### src/rtl/cla_seq_ctrl.sv
// cla_seq_ctrl: W-bit adder that reuses one 4-bit carry-lookahead cell, one nibble per cycle, LSB first.
// Optional signed-overflow output `ovf` is built only when CLA_SEQ_OVF_EN is defined.

module cla_4bit (
  input  logic [3:0] a_i,
  input  logic [3:0] b_i,
  input  logic       c_i,
  output logic [3:0] s_o,
  output logic       c_o
);
  logic [3:0] g_s;
  logic [3:0] p_s;
  logic [4:0] c_s;

  // Generate/propagate lookahead carries for one nibble
  always_comb begin
    g_s    = a_i & b_i;
    p_s    = a_i ^ b_i;
    c_s[0] = c_i;
    c_s[1] = g_s[0] | (p_s[0] & c_i);
    c_s[2] = g_s[1] | (p_s[1] & g_s[0]) | (p_s[1] & p_s[0] & c_i);
    c_s[3] = g_s[2] | (p_s[2] & g_s[1]) | (p_s[2] & p_s[1] & g_s[0])
           | (p_s[2] & p_s[1] & p_s[0] & c_i);
    c_s[4] = g_s[3] | (p_s[3] & g_s[2]) | (p_s[3] & p_s[2] & g_s[1])
           | (p_s[3] & p_s[2] & p_s[1] & g_s[0])
           | (p_s[3] & p_s[2] & p_s[1] & p_s[0] & c_i);
    s_o    = p_s ^ c_s[3:0];
    c_o    = c_s[4];
  end
endmodule

module cla_seq_ctrl #(
  parameter int N_NIB = 4
) (
  input  logic                 clk,
  input  logic                 rst,
  input  logic                 start,
  input  logic [4*N_NIB-1:0]   a,
  input  logic [4*N_NIB-1:0]   b,
  input  logic                 c_in,
  output logic                 busy,
  output logic                 done,
  output logic [4*N_NIB-1:0]   sum,
`ifdef CLA_SEQ_OVF_EN
  output logic                 ovf,
`endif
  output logic                 c_out
);
  localparam int W    = 4 * N_NIB;
  localparam int IDXW = (N_NIB > 1) ? $clog2(N_NIB) : 1;
  localparam logic [IDXW-1:0] IDX_LAST = IDXW'(N_NIB - 1);

  typedef enum logic [1:0] {
    S_IDLE = 2'd0,
    S_ADD  = 2'd1,
    S_DONE = 2'd2
  } state_t;

  state_t          state_q;
  logic [IDXW-1:0] idx_q;
  logic [W-1:0]    a_q;
  logic [W-1:0]    b_q;
  logic [W-1:0]    sum_q;
  logic            carry_q;
  logic            c_out_q;
  logic            busy_q;
  logic            done_q;
`ifdef CLA_SEQ_OVF_EN
  logic            ovf_q;
`endif

  logic [3:0]      nib_a_s;
  logic [3:0]      nib_b_s;
  logic [3:0]      nib_sum_s;
  logic            nib_carry_s;

  // Select the operand nibbles for the current step
  always_comb begin
    nib_a_s = a_q[{idx_q, 2'b00} +: 4];
    nib_b_s = b_q[{idx_q, 2'b00} +: 4];
  end

  cla_4bit u_cla (
    .a_i (nib_a_s),
    .b_i (nib_b_s),
    .c_i (carry_q),
    .s_o (nib_sum_s),
    .c_o (nib_carry_s)
  );

  // Control FSM with registered status and result outputs
  always_ff @(posedge clk) begin
    if (rst) begin
      state_q <= S_IDLE;
      idx_q   <= '0;
      a_q     <= '0;
      b_q     <= '0;
      sum_q   <= '0;
      carry_q <= 1'b0;
      c_out_q <= 1'b0;
      busy_q  <= 1'b0;
      done_q  <= 1'b0;
`ifdef CLA_SEQ_OVF_EN
      ovf_q   <= 1'b0;
`endif
    end else begin
      case (state_q)
        S_IDLE: begin
          done_q <= 1'b0;
          if (start) begin
            a_q     <= a;
            b_q     <= b;
            carry_q <= c_in;
            sum_q   <= '0;
            idx_q   <= '0;
            busy_q  <= 1'b1;
            state_q <= S_ADD;
          end else begin
            busy_q  <= 1'b0;
            state_q <= S_IDLE;
          end
        end
        S_ADD: begin
          sum_q[{idx_q, 2'b00} +: 4] <= nib_sum_s;
          carry_q <= nib_carry_s;
          if (idx_q == IDX_LAST) begin
            // Final nibble: the CLA carry is the carry-out of the whole word
            idx_q   <= '0;
            c_out_q <= nib_carry_s;
            done_q  <= 1'b1;
            state_q <= S_DONE;
`ifdef CLA_SEQ_OVF_EN
            ovf_q   <= (a_q[W-1] == b_q[W-1]) && (nib_sum_s[3] != a_q[W-1]);
`endif
          end else begin
            idx_q   <= idx_q + IDXW'(1);
            state_q <= S_ADD;
          end
        end
        S_DONE: begin
          done_q  <= 1'b0;
          busy_q  <= 1'b0;
          state_q <= S_IDLE;
        end
        default: begin
          done_q  <= 1'b0;
          busy_q  <= 1'b0;
          idx_q   <= '0;
          state_q <= S_IDLE;
        end
      endcase
    end
  end

  assign busy  = busy_q;
  assign done  = done_q;
  assign sum   = sum_q;
  assign c_out = c_out_q;
`ifdef CLA_SEQ_OVF_EN
  assign ovf   = ovf_q;
`endif

endmodule

### config.mk
export PLATFORM = sky130hd
export DESIGN_NAME = cla_seq_ctrl
export DESIGN_NICKNAME = d
export VERILOG_FILES = /design/src/rtl/cla_seq_ctrl.sv
export SDC_FILE = /design/constraint.sdc
export NUM_CORES = 1
export LEC_CHECK = 0
export CAP_MARGIN = 20
export CELL_PAD_IN_SITES_DETAIL_PLACEMENT = 1
export CELL_PAD_IN_SITES_GLOBAL_PLACEMENT = 2
export CORE_MARGIN = 3
export CORE_UTILIZATION = 27
export CTS_CLUSTER_DIAMETER = 100
export DETAILED_ROUTE_END_ITERATION = 8
export PLACE_DENSITY = 0.76
export SETUP_SLACK_MARGIN = 0.4
export SLEW_MARGIN = 20
export SYNTH_ARGS = -nofsm -noshare
export SYNTH_HDL_FRONTEND = slang
export SYNTH_SLANG_ARGS = --single-unit
### constraint.sdc
create_clock -name clk -period 2.3 [get_ports clk]
set_clock_uncertainty 0.05 [all_clocks]
set_input_delay 0.46 -clock clk [delete_from_list [all_inputs] [get_ports clk]]
set_output_delay 0.46 -clock clk [all_outputs]
set_load 0.01 [all_outputs]
; Word-level counts from Yosys, hierarchy flattened
; Cells that the tools add are included.
[word_totals]
regBits = 56
word_cells = 70
[classes]
n_eq_ne = 4
n_mux = 13
shifts = 4
n_reduce_logical = 7
n_bitwise = 31
n_addsub = 2
[ops]
columns = cell, n
row1 = $pmux 16 s2, 1
row2 = $shiftx 16x5->4, 2
row3 = $and 1x1->1, 16
row4 = $bwmux 16, 1
row5 = $mux 16, 1
row6 = $shift 4x6->16 const A, 1
row7 = $shiftx 4x6->16, 1
row8 = $or 1x1->1, 10
row9 = $reduce_and 2->1, 4
row10 = $xor 4x4->4, 2
row11 = $mux 2, 3
row12 = $neg 4->6, 1
row13 = $pmux 2 s3, 1
row14 = $and 4x4->4, 1
row15 = $eq 2x2->1 const B, 2
row16 = $pmux 1 s2, 2
row17 = $pmux 2 s2, 1
row18 = $mux 1, 3
row19 = $add 2x1->2 const B, 1
row20 = $eq 2x1->1 const B, 1
row21 = $logic_not 2->1, 1
row22 = $ne 2x2->1 const B, 1
row23 = $not 1->1, 2
row24 = $reduce_bool 2->1, 1
row25 = $reduce_or 2->1, 1

; Depth between registers and ports, before layout
; Gate-level depths: netlist (run 1).
[logic_depth]
ltp_word = 10
depth_mapped = 7
ltp_nobuf = 6

; Modules after synthesis
; From an unflattened synthesis (run 1), not the netlist that was laid out.
[unflattened]
cells_unflattened = 266
area_unflattened_um2 = 2526.2
[modules_own_cells]
columns = module, area_per_inst_um2, instances, cells_each
row1 = cla_seq_ctrl, 2378.5, 1, 249
row2 = cla_4bit, 147.6, 1, 17

; Worst setup path after synthesis (run 1)
; Ideal clock, no wire load.
[synth_path]
kind = register to register
from = register idx_q[1]
to = register sum_q[15] (netlist: sum[15])
path_stages_with_launch = 8
slack_ns = -0.161
arrival_ns = 2.280
path_buffers = 1
setup_time_ns = 0.130
required_ns = 2.120
path_cell_list = dfxtp_1 -> clkbuf_1 -> mux4_2 -> ha_1 -> a211oi_1 -> o21bai_1 -> xnor2_1 -> o21ai_0
[synth_via]
elab_chain_cells = 10
word_cells_on_any_way = 25
classes_between = add/sub (1) / shift (4) / mux (2) / bitwise (18)
[synth_rtl]
columns = item, line
row1 = from (decl), 60  ; logic [IDXW-1:0] idx_q;
row2 = from (signal assigned), 136  ; idx_q <= idx_q + IDXW'(1);
row3 = "$shiftx 16x5->4, on equally long branches", "79, 80"
row4 = $xor 4x4->4 / $and 4x4->4 (equally long branches), "18, 17"
row5 = "$and 1x1->1, on equally long branches", "22, 23"
row6 = "$or 1x1->1, or another cell as far along", 22  ; c_s[3] = g_s[2] | (p_s[2] & g_s[1]) | (p_s[2] & p_s[1] & g_s[0])
row7 = $or 1x1->1 / $and 1x1->1 (equally long branches), "22, 23"
row8 = $or 1x1->1, 23  ; | (p_s[2] & p_s[1] & p_s[0] & c_i);
row9 = $xor 4x4->4, 27  ; s_o = p_s ^ c_s[3:0];
row10 = $shiftx 4x6->16, 124  ; sum_q[{idx_q, 2'b00} +: 4] <= nib_sum_s;
row11 = $bwmux 16 (*), 124
row12 = $pmux 16 s2 (*), 107  ; case (state_q)
row13 = "to (signal, indexed assignment)", 124
row14 = to (decl), 63  ; logic [W-1:0] sum_q;
; Every way passes the cells marked *; elsewhere a longest branch is shown, timed or not.
; A chain may end at the register's enable or synchronous reset.

; Worst setup path in the final report (run 1)
[layout_path]
from = register idx_q[0]
to = register c_out_q (netlist: c_out)
[layout_via]
elab_chain_cells = 7
word_cells_on_any_way = 17
classes_between = eq/ne (1) / shift (2) / bitwise (13) / reduce/logical (1)
[layout_rtl]
columns = item, line
row1 = "$shiftx 16x5->4, on equally long branches", "79, 80"
row2 = $xor 4x4->4 / $and 4x4->4 (equally long branches), "18, 17"
row3 = "$and 1x1->1, on equally long branches", "24, 25, 26"
row4 = "$or 1x1->1, or another cell as far along (2 in a row)", 24  ; c_s[4] = g_s[3] | (p_s[3] & g_s[2]) | (p_s[3] & p_s[2] & g_s[1])
row5 = $or 1x1->1 / $and 1x1->1 (equally long branches), "25, 26"
row6 = $or 1x1->1, 26  ; | (p_s[3] & p_s[2] & p_s[1] & p_s[0] & c_i);
row7 = to (signal assigned), 129  ; c_out_q <= nib_carry_s;
row8 = to (decl), 65  ; logic c_out_q;
; Several ways; a longest one is shown, not always the timed one.

==> results of run 1 <==
-- routing by layer --
metal,vias up,GRT usage,share of wire
met5,-,0,0
met4,0,0.0272,0.0065
met3,6,0.0273,0.034
met2,39,0.228,0.51
met1,1006,0.166,0.45
li1,1048,-,-
-- worst min-delay path: cells and delay by family, from the launching register on --
family / cells / cell delay (ns)
AOI/OAI and AO/OA: 1 / 0.05
DFF: 1 / 0.32
and+or+nand+nor: 1 / 0.05
-- placed cells by master, fill, tap and decap left out, types with 2 or more instances in the layout --
master / synthesis / layout
a211oi_1: 5 / 3
a21o_1: 4 / 4
a21oi_1: 35 / 35
a22oi_1: 10 / 3
a22oi_2: 0 / 7
a32oi_1: 4 / 4
buf_12: 0 / 3
buf_4: 4 / 3
clkbuf_8: 0 / 5
clkdlybuf4s50_1: 0 / 53
clkinvlp_4: 0 / 2
dfxtp_1: 56 / 55
ha_1: 9 / 6
ha_4: 0 / 2
inv_1: 4 / 4
inv_2: 2 / 2
mux4_1: 2 / 2
mux4_2: 6 / 6
nand2_1: 69 / 69
nand2b_1: 4 / 4
nand3b_1: 5 / 5
nand3b_2: 2 / 2
nor2_1: 19 / 19
nor3_1: 2 / 2
nor4b_4: 2 / 2
o21ai_1: 0 / 2
o31ai_1: 3 / 3
-- logic make-up after synthesis --
logic type      Yosys count  share of synthesized area
simple gates            108                      0.208
compound gates           67                      0.166
flops                    56                      0.448
buf+inv                  23                     0.0430
fa+ha+maj                10                     0.0530
mux                       8                     0.0750
xor+xnor                  2                    0.00700
-- worst paths after layout --
check                           slack, ns  startpoint      end
worst max-delay path                 0.16    idx_q[0]    c_out
worst min-delay path                 0.41     b_q[14]  b_q[14]
worst max register to register       0.16    idx_q[0]    c_out
worst min register to register       0.41     b_q[14]  b_q[14]
-- flip-flops by register name, summed over array words and instances (netlist names) --
signal / cells
a_q: 16
b_q: 16
busy: 1
c_out: 1
carry_q: 1
done: 1
idx_q: 2
state_q: 2
sum: 16
-- power by group through the flow --
stage          Sequential [mW]  Combinational [mW]  Clock, mW
2_1_floorplan             1.06               0.215          0
3_3_place_gp              1.07               0.343          0
3_5_place_dp              1.07               0.349          0
4_1_cts                   1.05               0.373      0.580
5_1_grt                   1.06               0.412      0.611
6_report                  1.05               0.372      0.556
-- area by class of cell --
type | count | area [sq um]
multi-input cells | 195 | 1400
well taps | 108 | 135
flip-flops and latches | 56 | 1120
clock inverters | 3 | 23.8
inverters | 6 | 22.5
clock buffers | 5 | 68.8
fillers | 1043 | 5460
repair buffers | 60 | 618
-- through the flow --
stage               std cells  cell area (sq um)  worst slack (ns)  hold slack, ns   util
finish                    433               3390             0.164           0.412  0.383
detailed placement        425               3220            0.0595           0.405  0.364
global route              433               3390            0.0338           0.443  0.383
floorplan                 274               2560             0.139           0.382      -
global placement          425               3220             0.112           0.397  0.364
CTS                       433               3380             0.153           0.419  0.382
-- timing repair --
| action | in CTS | in global routing |
|---|---|---|
| setup endpoints to repair | 18 | 18 |
| buffers inserted | 0 | 0 |
| pin swaps | 5 | 0 |
| gates cloned | 0 | 0 |
| resized for setup | 12 | 3 |
==> run metrics, run 1 <==
Rows=34; synth-to-layout area growth=35.3%; crit path max-delay cell type=mux4_2; wire per inst=around 15 um; clock sinks=56; CP max stage delay=~0.60 ns; maxcap violations=0; GR Util All Layers=0.130; register bit total from synthesis=56; Starting DRT DRC Count=45; endpoint class of the critical path=register; top cell type's share of synthesized area=0.448; Final Hold Fails=0; R2R depth=6; Seq pwr share=0.531; WP data arrival=2.28 ns; status=completed; fmax=468 MHz; Hold Path Cell Cnt=2; Comb pwr share=0.188; final setup violating endpoints=0; top cells by area, synth=dfxtp_1 45%, nand2_1 10%, a21oi_1 7.0%; total power=1.98 mW; I/O Pins=55; PD cells=584 mW/mm^2; die area=0.0105 sq mm; cell leakage power=1.20 nW; synthesized area=0.00250 sq mm; top-count cell post-synth=nand2_1; syn_area_per_cell=9.14 sq um; Seq/Total Area, Yosys=0.448; Bufs and invs on worst path=0; Synth Instances=274; worst slew pin tran=between 0.5 and 0.6 ns; critical path's top delay family=compound AO/OA/AOI/OAI gates; Switching Share=0.283; P_int=~1.4 mW; Critical Path Stages=6; GPL Wtd Cong=0.744; Post-synth top cells=69 x nand2_1, 56 x dfxtp_1, 35 x a21oi_1, 19 x nor2_1, 10 x a22oi_1; yosys warns=0; RSZ-0062 raised after global routing=true; critical path fanouts, max=7; vias in the first global route=around 2.1k; clock share of power=0.281; Port Buffers=54; Core Area=approximately 0.0088 sq mm; clock buffer count from CTS=5; DR vias/cell=4.85; Clk Latency, worst-skew pair=0.31 ns; Antenna Nets Post-Route=0; largest net degree at the start of global routing=34; final WL=roughly 6.5 mm; drt pass-1 iters=4; CTS tree=yes; VDD IR max=230 uV; DP HPWL=between 4 and 5 mm; Setup Crit Path Kind=register to register; die span in y=102 um; first-pass GRT wire length=10.7 mm; Slew HR=0.622; share of cells above drive strength 1=0.148; nets=370; count of cell types in the netlist=34; Final Cycle Share=0.929; total gr overflow=0; CP Cell Sequence=mux4_2 -> ha_4 -> a211oi_2 -> o21bai_2 -> a21oi_1 -> a311oi_1; Slew Viols, Final=0; Critical Path Start Type=register; Tmin final=2.14 ns; critical path required time=2.44 ns; EDFF count, synth=0; H-tree depth=2; DRC=0; cell taking the most area after synthesis=dfxtp_1; Root Driver=clkbuf_8; Net Sw Power=560 uW; ys async rst share=0; Net Count, Synth=320; Vias=roughly 2.1k; die width=102 um; starting density of the core=0.283; CTS Buffer Depth=2; hold_buf cts=0; Hold Path Class=register to register; dominant synthesized flop cell=dfxtp_1; setup TNS=0 ns; initial antenna violation count=0; n_diodes=0; Clk pin slew, worst setup/hold paths=about 0.11 ns
No activity file was read; power rests on OpenSTA's default activity.
==> run 2: changes to the inputs <==
- CORE_MARGIN: 3 -> 1.5
- CORE_UTILIZATION: 27 -> 30
- PLACE_DENSITY: 0.76 -> 0.8
- clock period: 2.3 -> 2 ns (I/O delays scaled with it)
==> run metrics, run 2 (synthesized netlist as in run 1, its figures left out) <==
status=finished with violations; failing checks=negative setup slack; Switching Share=0.269 (-0.0136); R2R depth=7 (+1); Starting DRT DRC Count=38 (-16%); first-pass GRT wire length=10.4 mm (-2.9%); VDD IR max=306 uV (+33%); P_int=1.63 mW (+15%); PnR worst setup slack=-0.201 ns (-0.365 ns); commonest non-fill, non-tap cells in the layout=69 x nand2_1, 53 x dfxtp_1, 34 x a21oi_1, 34 x clkdlybuf4s50_1; Seq pwr share=0.538 (+0.007); register area=0.00113 sq mm (+0.22%); clock share of power=0.265 (-0.016); I/O Pins=55 (unchanged); Hold Path Cell Cnt=2 (unchanged); Root Driver=clkbuf_8; pre-CTS setup slack=-0.171 ns (-0.230 ns); CTS tree=yes; area of the multi-input gates=0.00140 sq mm (+0.36%); Slew Viols, Final=0 (unchanged); Setup Crit Path Kind=register to register; Net Sw Power=602 uW (+7.5%); total gr overflow=0 (unchanged); maxcap violations=0 (unchanged); grt peak-use layer=met2; vias in the first global route=2124 (+0.38%); DP HPWL=4.65 mm (-4.9%); largest net degree at the start of global routing=33 (-2.9%); FILL cells=928 (-11%); final WL=6.29 mm (-2.8%); initial antenna violation count=0 (unchanged); clock sinks=56 (unchanged); Antenna Nets Post-Route=0 (unchanged); Final Hold Fails=0 (unchanged); Core Area=0.00813 sq mm (-8.1%); M2 GR Usage=0.251 (+0.0222); critical path fanouts, max=8 (+1); final setup violating endpoints=14 (+14); worst slew pin tran=0.525 ns (-0.0418 ns); total power=2.23 mW (+13%); n_diodes=0 (unchanged); GR Util All Layers=0.148 (+0.0180); Clk pin slew, worst setup/hold paths=0.10 ns (about the same); commonest non-fill, non-tap cell in the layout=nand2_1; die width=94.4 um (-7.8%); GPL Wtd Cong=0.723 (-2.8%); critical path required time=2.17 ns (-0.27 ns); wire per inst=14.4 um (-3.9%); fmax=454 MHz (-2.9%); Port Buffers=54 (unchanged); Slew HR=0.650 (+0.0279); Rows=33 (-2.9%); CTS Buffer Depth=2 (unchanged); die area=0.00890 sq mm (-15%); cell leakage power=1.33 nW (+11%); endpoint class of the critical path=register; Comb pwr share=0.197 (+0.009); synth-to-layout area growth=36.8%; RSZ-0062 raised after global routing=true; DR vias/cell=4.96 (+2.3%); PD cells=653 mW/mm^2 (+12%); drt pass-1 iters=4 (unchanged); GRT met3 Usage=0.0274 (+0.0000714); Vias=2173 (+3.5%); nets=379 (+2.4%); die span in y=94.4 um (-7.8%); Tmin final=2.20 ns (+0.0646 ns); hold_buf cts=0 (unchanged); clock buffer count from CTS=5 (unchanged); Hold Path Class=register to register; Critical Path Start Type=register; Final Cycle Share=1.10 (+0.172); Clk Latency, worst-skew pair=0.30 ns (about the same); starting density of the core=0.308 (+0.0249); met1 Usage GRT=0.192 (+0.0264); DRC=0 (unchanged); WP data arrival=2.37 ns (+0.09 ns); H-tree depth=2 (unchanged); share of cells above drive strength 1=0.165 (+0.0175)
-- run 2: cell count changes in the layout (fill, tap and decap cells not counted), moves of 2 or more --
cell             delta
ha_4                +3
o31ai_2             +2
clkinvlp_4          -2
a22oi_1             +6
a22oi_2             -6
dlygate4sd2_1      +19
clkdlybuf4s50_1    -19
ha_1                -2
o31ai_1             -2
buf_4               +8
dfxtp_2             +2
dfxtp_1             -2
-- run 2: routing by layer --
metal	share of wire	vias to the layer above
met5	0	-
met4	0.0091	0
met3	0.033	4
met2	0.49	40
met1	0.47	1055
li1	-	1074
-- run 2: worst paths after layout --
| path | from | endpoint | slack [ns] |
|---|---|---|---|
| setup reg to reg | idx_q[0] | sum[11] | -0.20 |
| hold / removal | a_q[7] | a_q[7] | 0.41 |
| hold reg to reg | a_q[7] | a_q[7] | 0.41 |
| setup / recovery | idx_q[0] | sum[11] | -0.20 |
-- run 2: area by class of cell --
| class | instances | area share |
|---|---|---|
| multi-input combinational | 195 | 0.409 |
| inverter | 6 | 0.00658 |
| clock buffer | 6 | 0.0212 |
| timing repair buffer | 69 | 0.194 |
| clock inverter | 1 | 0.00146 |
| sequential | 56 | 0.329 |
| tap | 105 | 0.0384 |
-- run 2: what timing repair did --
action	4_1_cts	5_1_grt
endpoints found under the setup margin	39	49
setup buffers	0	2
gates resized for setup	25	11
pin swaps	6	1
cloned	0	0
-- run 2: metrics by stage --
step	hold slack [ns]	setup TNS (ns)	cell area, sq um	utilization	std cells
finish	0.407	-1.80	3420	0.421	438
detailed placement	0.398	-1.72	3270	0.402	429
global placement	0.388	-1.25	3270	0.402	429
floorplan	0.382	-1.43	2560	-	274
global route	0.429	-3.64	3420	0.421	438
CTS	0.411	-1.84	3350	0.412	436
-- run 2: worst max-delay path, stage by stage (launching register included) --
cell and delay [ns]:
dfxtp_4 0.43, mux4_2 0.58, ha_4 0.26, a211oi_2 0.22, o21bai_2 0.11, xnor2_1 0.13
buf_4 0.15, o31ai_1 0.18
-- run 2: power groups by stage --
stage	Sequential, mW	Combinational (mW)	Clock, mW
2_1_floorplan	1.22	0.247	0
3_3_place_gp	1.23	0.408	0
3_5_place_dp	1.23	0.416	0
4_1_cts	1.20	0.427	0.618
5_1_grt	1.21	0.487	0.660
6_report	1.20	0.441	0.592
==> run 3: changes to the inputs <==
- clock period: 2 -> 2.5 ns (I/O delays scaled with it)
==> run metrics, run 3 (synthesized netlist as in run 1, its figures left out) <==
P_int=1.33 mW (-19%); register area=0.00112 sq mm (-0.22%); endpoint class of the critical path=register; CP max stage delay=0.59 ns (about the same); Net Sw Power=478 uW (-21%); Tmin final=2.18 ns (-0.0176 ns); starting density of the core=0.308 (unchanged); n_diodes=0 (unchanged); Critical Path Start Type=register; Post-Layout Inst Area=0.00336 sq mm (-1.8%); total gr overflow=0 (unchanged); Vias=2114 (-2.7%); PD cells=536 mW/mm^2 (-18%); Final Hold Fails=0 (unchanged); Rows=33 (unchanged); WP data arrival=2.32 ns (-0.05 ns); Starting DRT DRC Count=53 (+39%); commonest non-fill, non-tap cells in the layout=69 x nand2_1, 55 x dfxtp_1, 53 x clkdlybuf4s50_1; final setup violating endpoints=0 (-14); CP Cell Sequence=mux4_2 -> ha_4 -> a211oi_4 -> o21bai_2 -> a32oi_1 -> nor2_1; drt pass-1 iters=4 (unchanged); DP HPWL=4.63 mm (-0.48%); Comb pwr share=0.183 (-0.014); PnR worst setup slack=0.317 ns (+0.518 ns); GR Util All Layers=0.145 (-0.00291); DR vias/cell=4.90 (-1.1%); largest net degree at the start of global routing=35 (+6.1%); nets=371 (-2.1%); share of cells above drive strength 1=0.132 (-0.0333); Final Non-Filler Cells=431 (-1.6%); FILL cells=940 (+1.3%); critical path required time=2.63 ns (+0.46 ns); Hold Path Class=register to register; Clk Latency, worst-skew pair=0.30 ns (about the same); clock buffer count from CTS=5 (unchanged); Switching Share=0.265 (-0.00424); Slew HR=0.662 (+0.0124); I/O Pins=55 (unchanged); Port Buffers=54 (unchanged); DRC=0 (unchanged); Placed Cells=421 (-1.9%); Core Area=0.00813 sq mm (unchanged); synth-to-layout area growth=34.3%; Root Driver=clkbuf_8; clock sinks=56 (unchanged); setup TNS=0 ns (+1.80 ns); VDD IR max=291 uV (-5.0%); DP Area=0.00318 sq mm (-2.6%); vias in the first global route=2075 (-2.3%); critical path fanouts, max=8 (unchanged); die area=0.00890 sq mm (unchanged); fmax=458 MHz (+0.80%); status=completed; first-pass GRT wire length=10.1 mm (-2.7%); Final Cycle Share=0.873 (-0.227); Setup Crit Path Kind=register to register; final WL=6.17 mm (-1.8%); cell leakage power=1.21 nW (-9.4%); area of the multi-input gates=0.00139 sq mm (-0.89%); RSZ-0062 raised after global routing=true; die span in y=94.4 um (unchanged); clock share of power=0.282 (+0.017); commonest non-fill, non-tap cell in the layout=nand2_1; wire per inst=14.3 um (-0.22%); initial antenna violation count=0 (unchanged); Clk pin slew, worst setup/hold paths=0.10 ns (about the same); GPL Wtd Cong=0.759 (+5.0%); die width=94.4 um (unchanged); Slew Viols, Final=0 (unchanged); H-tree depth=2 (unchanged); total power=1.80 mW (-19%); maxcap violations=0 (unchanged); CTS tree=yes; worst slew pin tran=0.506 ns (-0.0193 ns); crit path max-delay cell type=mux4_2; Seq pwr share=0.535 (-0.003); Antenna Nets Post-Route=0 (unchanged); hold_buf cts=0 (unchanged); CTS Buffer Depth=2 (unchanged); pre-CTS setup slack=0.131 ns (+0.302 ns)
-- run 3: changes by cell type in the layout (fill, tap and decap cells not counted), sizes merged --
| cell | before | now |
|---|---|---|
| clkinv | 1 | 0 |
| clkbuf | 6 | 7 |
| inv | 6 | 7 |
| clkdlybuf4s50 | 34 | 53 |
| buf | 16 | 8 |
| dlygate4sd2 | 19 | 0 |
-- run 3: timing repair --
item                       4_1_cts  5_1_grt
resized for setup                6        6
buffers inserted                 2        0
setup endpoints to repair       18       18
cloned                           0        0
pin swaps                        9        1
-- run 3: layer usage --
layer  global-route usage  vias up  wire length [um]
met3               0.0266        5               239
li1                     -     1050                 -
met2                0.249       55              2990
met5                    0        -                 0
met1                0.186     1004              2870
met4               0.0435        0                70
-- run 3: through the flow --
stage          utilization  hold slack [ns]
2_1_floorplan            -            0.382
3_3_place_gp         0.391            0.393
3_5_place_dp         0.391            0.397
4_1_cts              0.408            0.411
5_1_grt              0.413            0.431
6_report             0.413            0.408
-- run 3: path summary, 6_finish.rpt --
kind,end,from,slack (ns),depth (start not counted)
hold / removal,b_q[11],b_q[11],0.41,2
hold reg to reg,b_q[11],b_q[11],0.41,2
setup reg to reg,sum[2],idx_q[0],0.32,6
setup / recovery,sum[2],idx_q[0],0.32,6
-- run 3: power by group through the flow --
stage	registers (mW)	clock network (mW)	logic [mW]
final	0.965	0.509	0.330
after global routing	0.972	0.568	0.365
after CTS	0.965	0.534	0.321
after detailed placement	0.989	0	0.303
after global placement	0.988	0	0.294
after floorplan	0.973	0	0.197
-- run 3: layout make-up --
cell class / instances / area share
clock buffer: 7 / 0.0257
clock inverter: 1 / 0.00186
inverter: 6 / 0.00670
multi-input combinational: 195 / 0.413
sequential: 56 / 0.334
tap: 105 / 0.0391
timing repair buffer: 61 / 0.180
-- run 3: worst max-delay path, delay by kind of cell (launching register included) --
kind                     cells  cell delay [ns]
AO/OA/AOI/OAI                3             0.62
adder cells (fa/ha/maj)      1             0.29
flip-flops                   1             0.44
multiplexers                 1             0.59
AND/OR/NAND/NOR              1             0.07
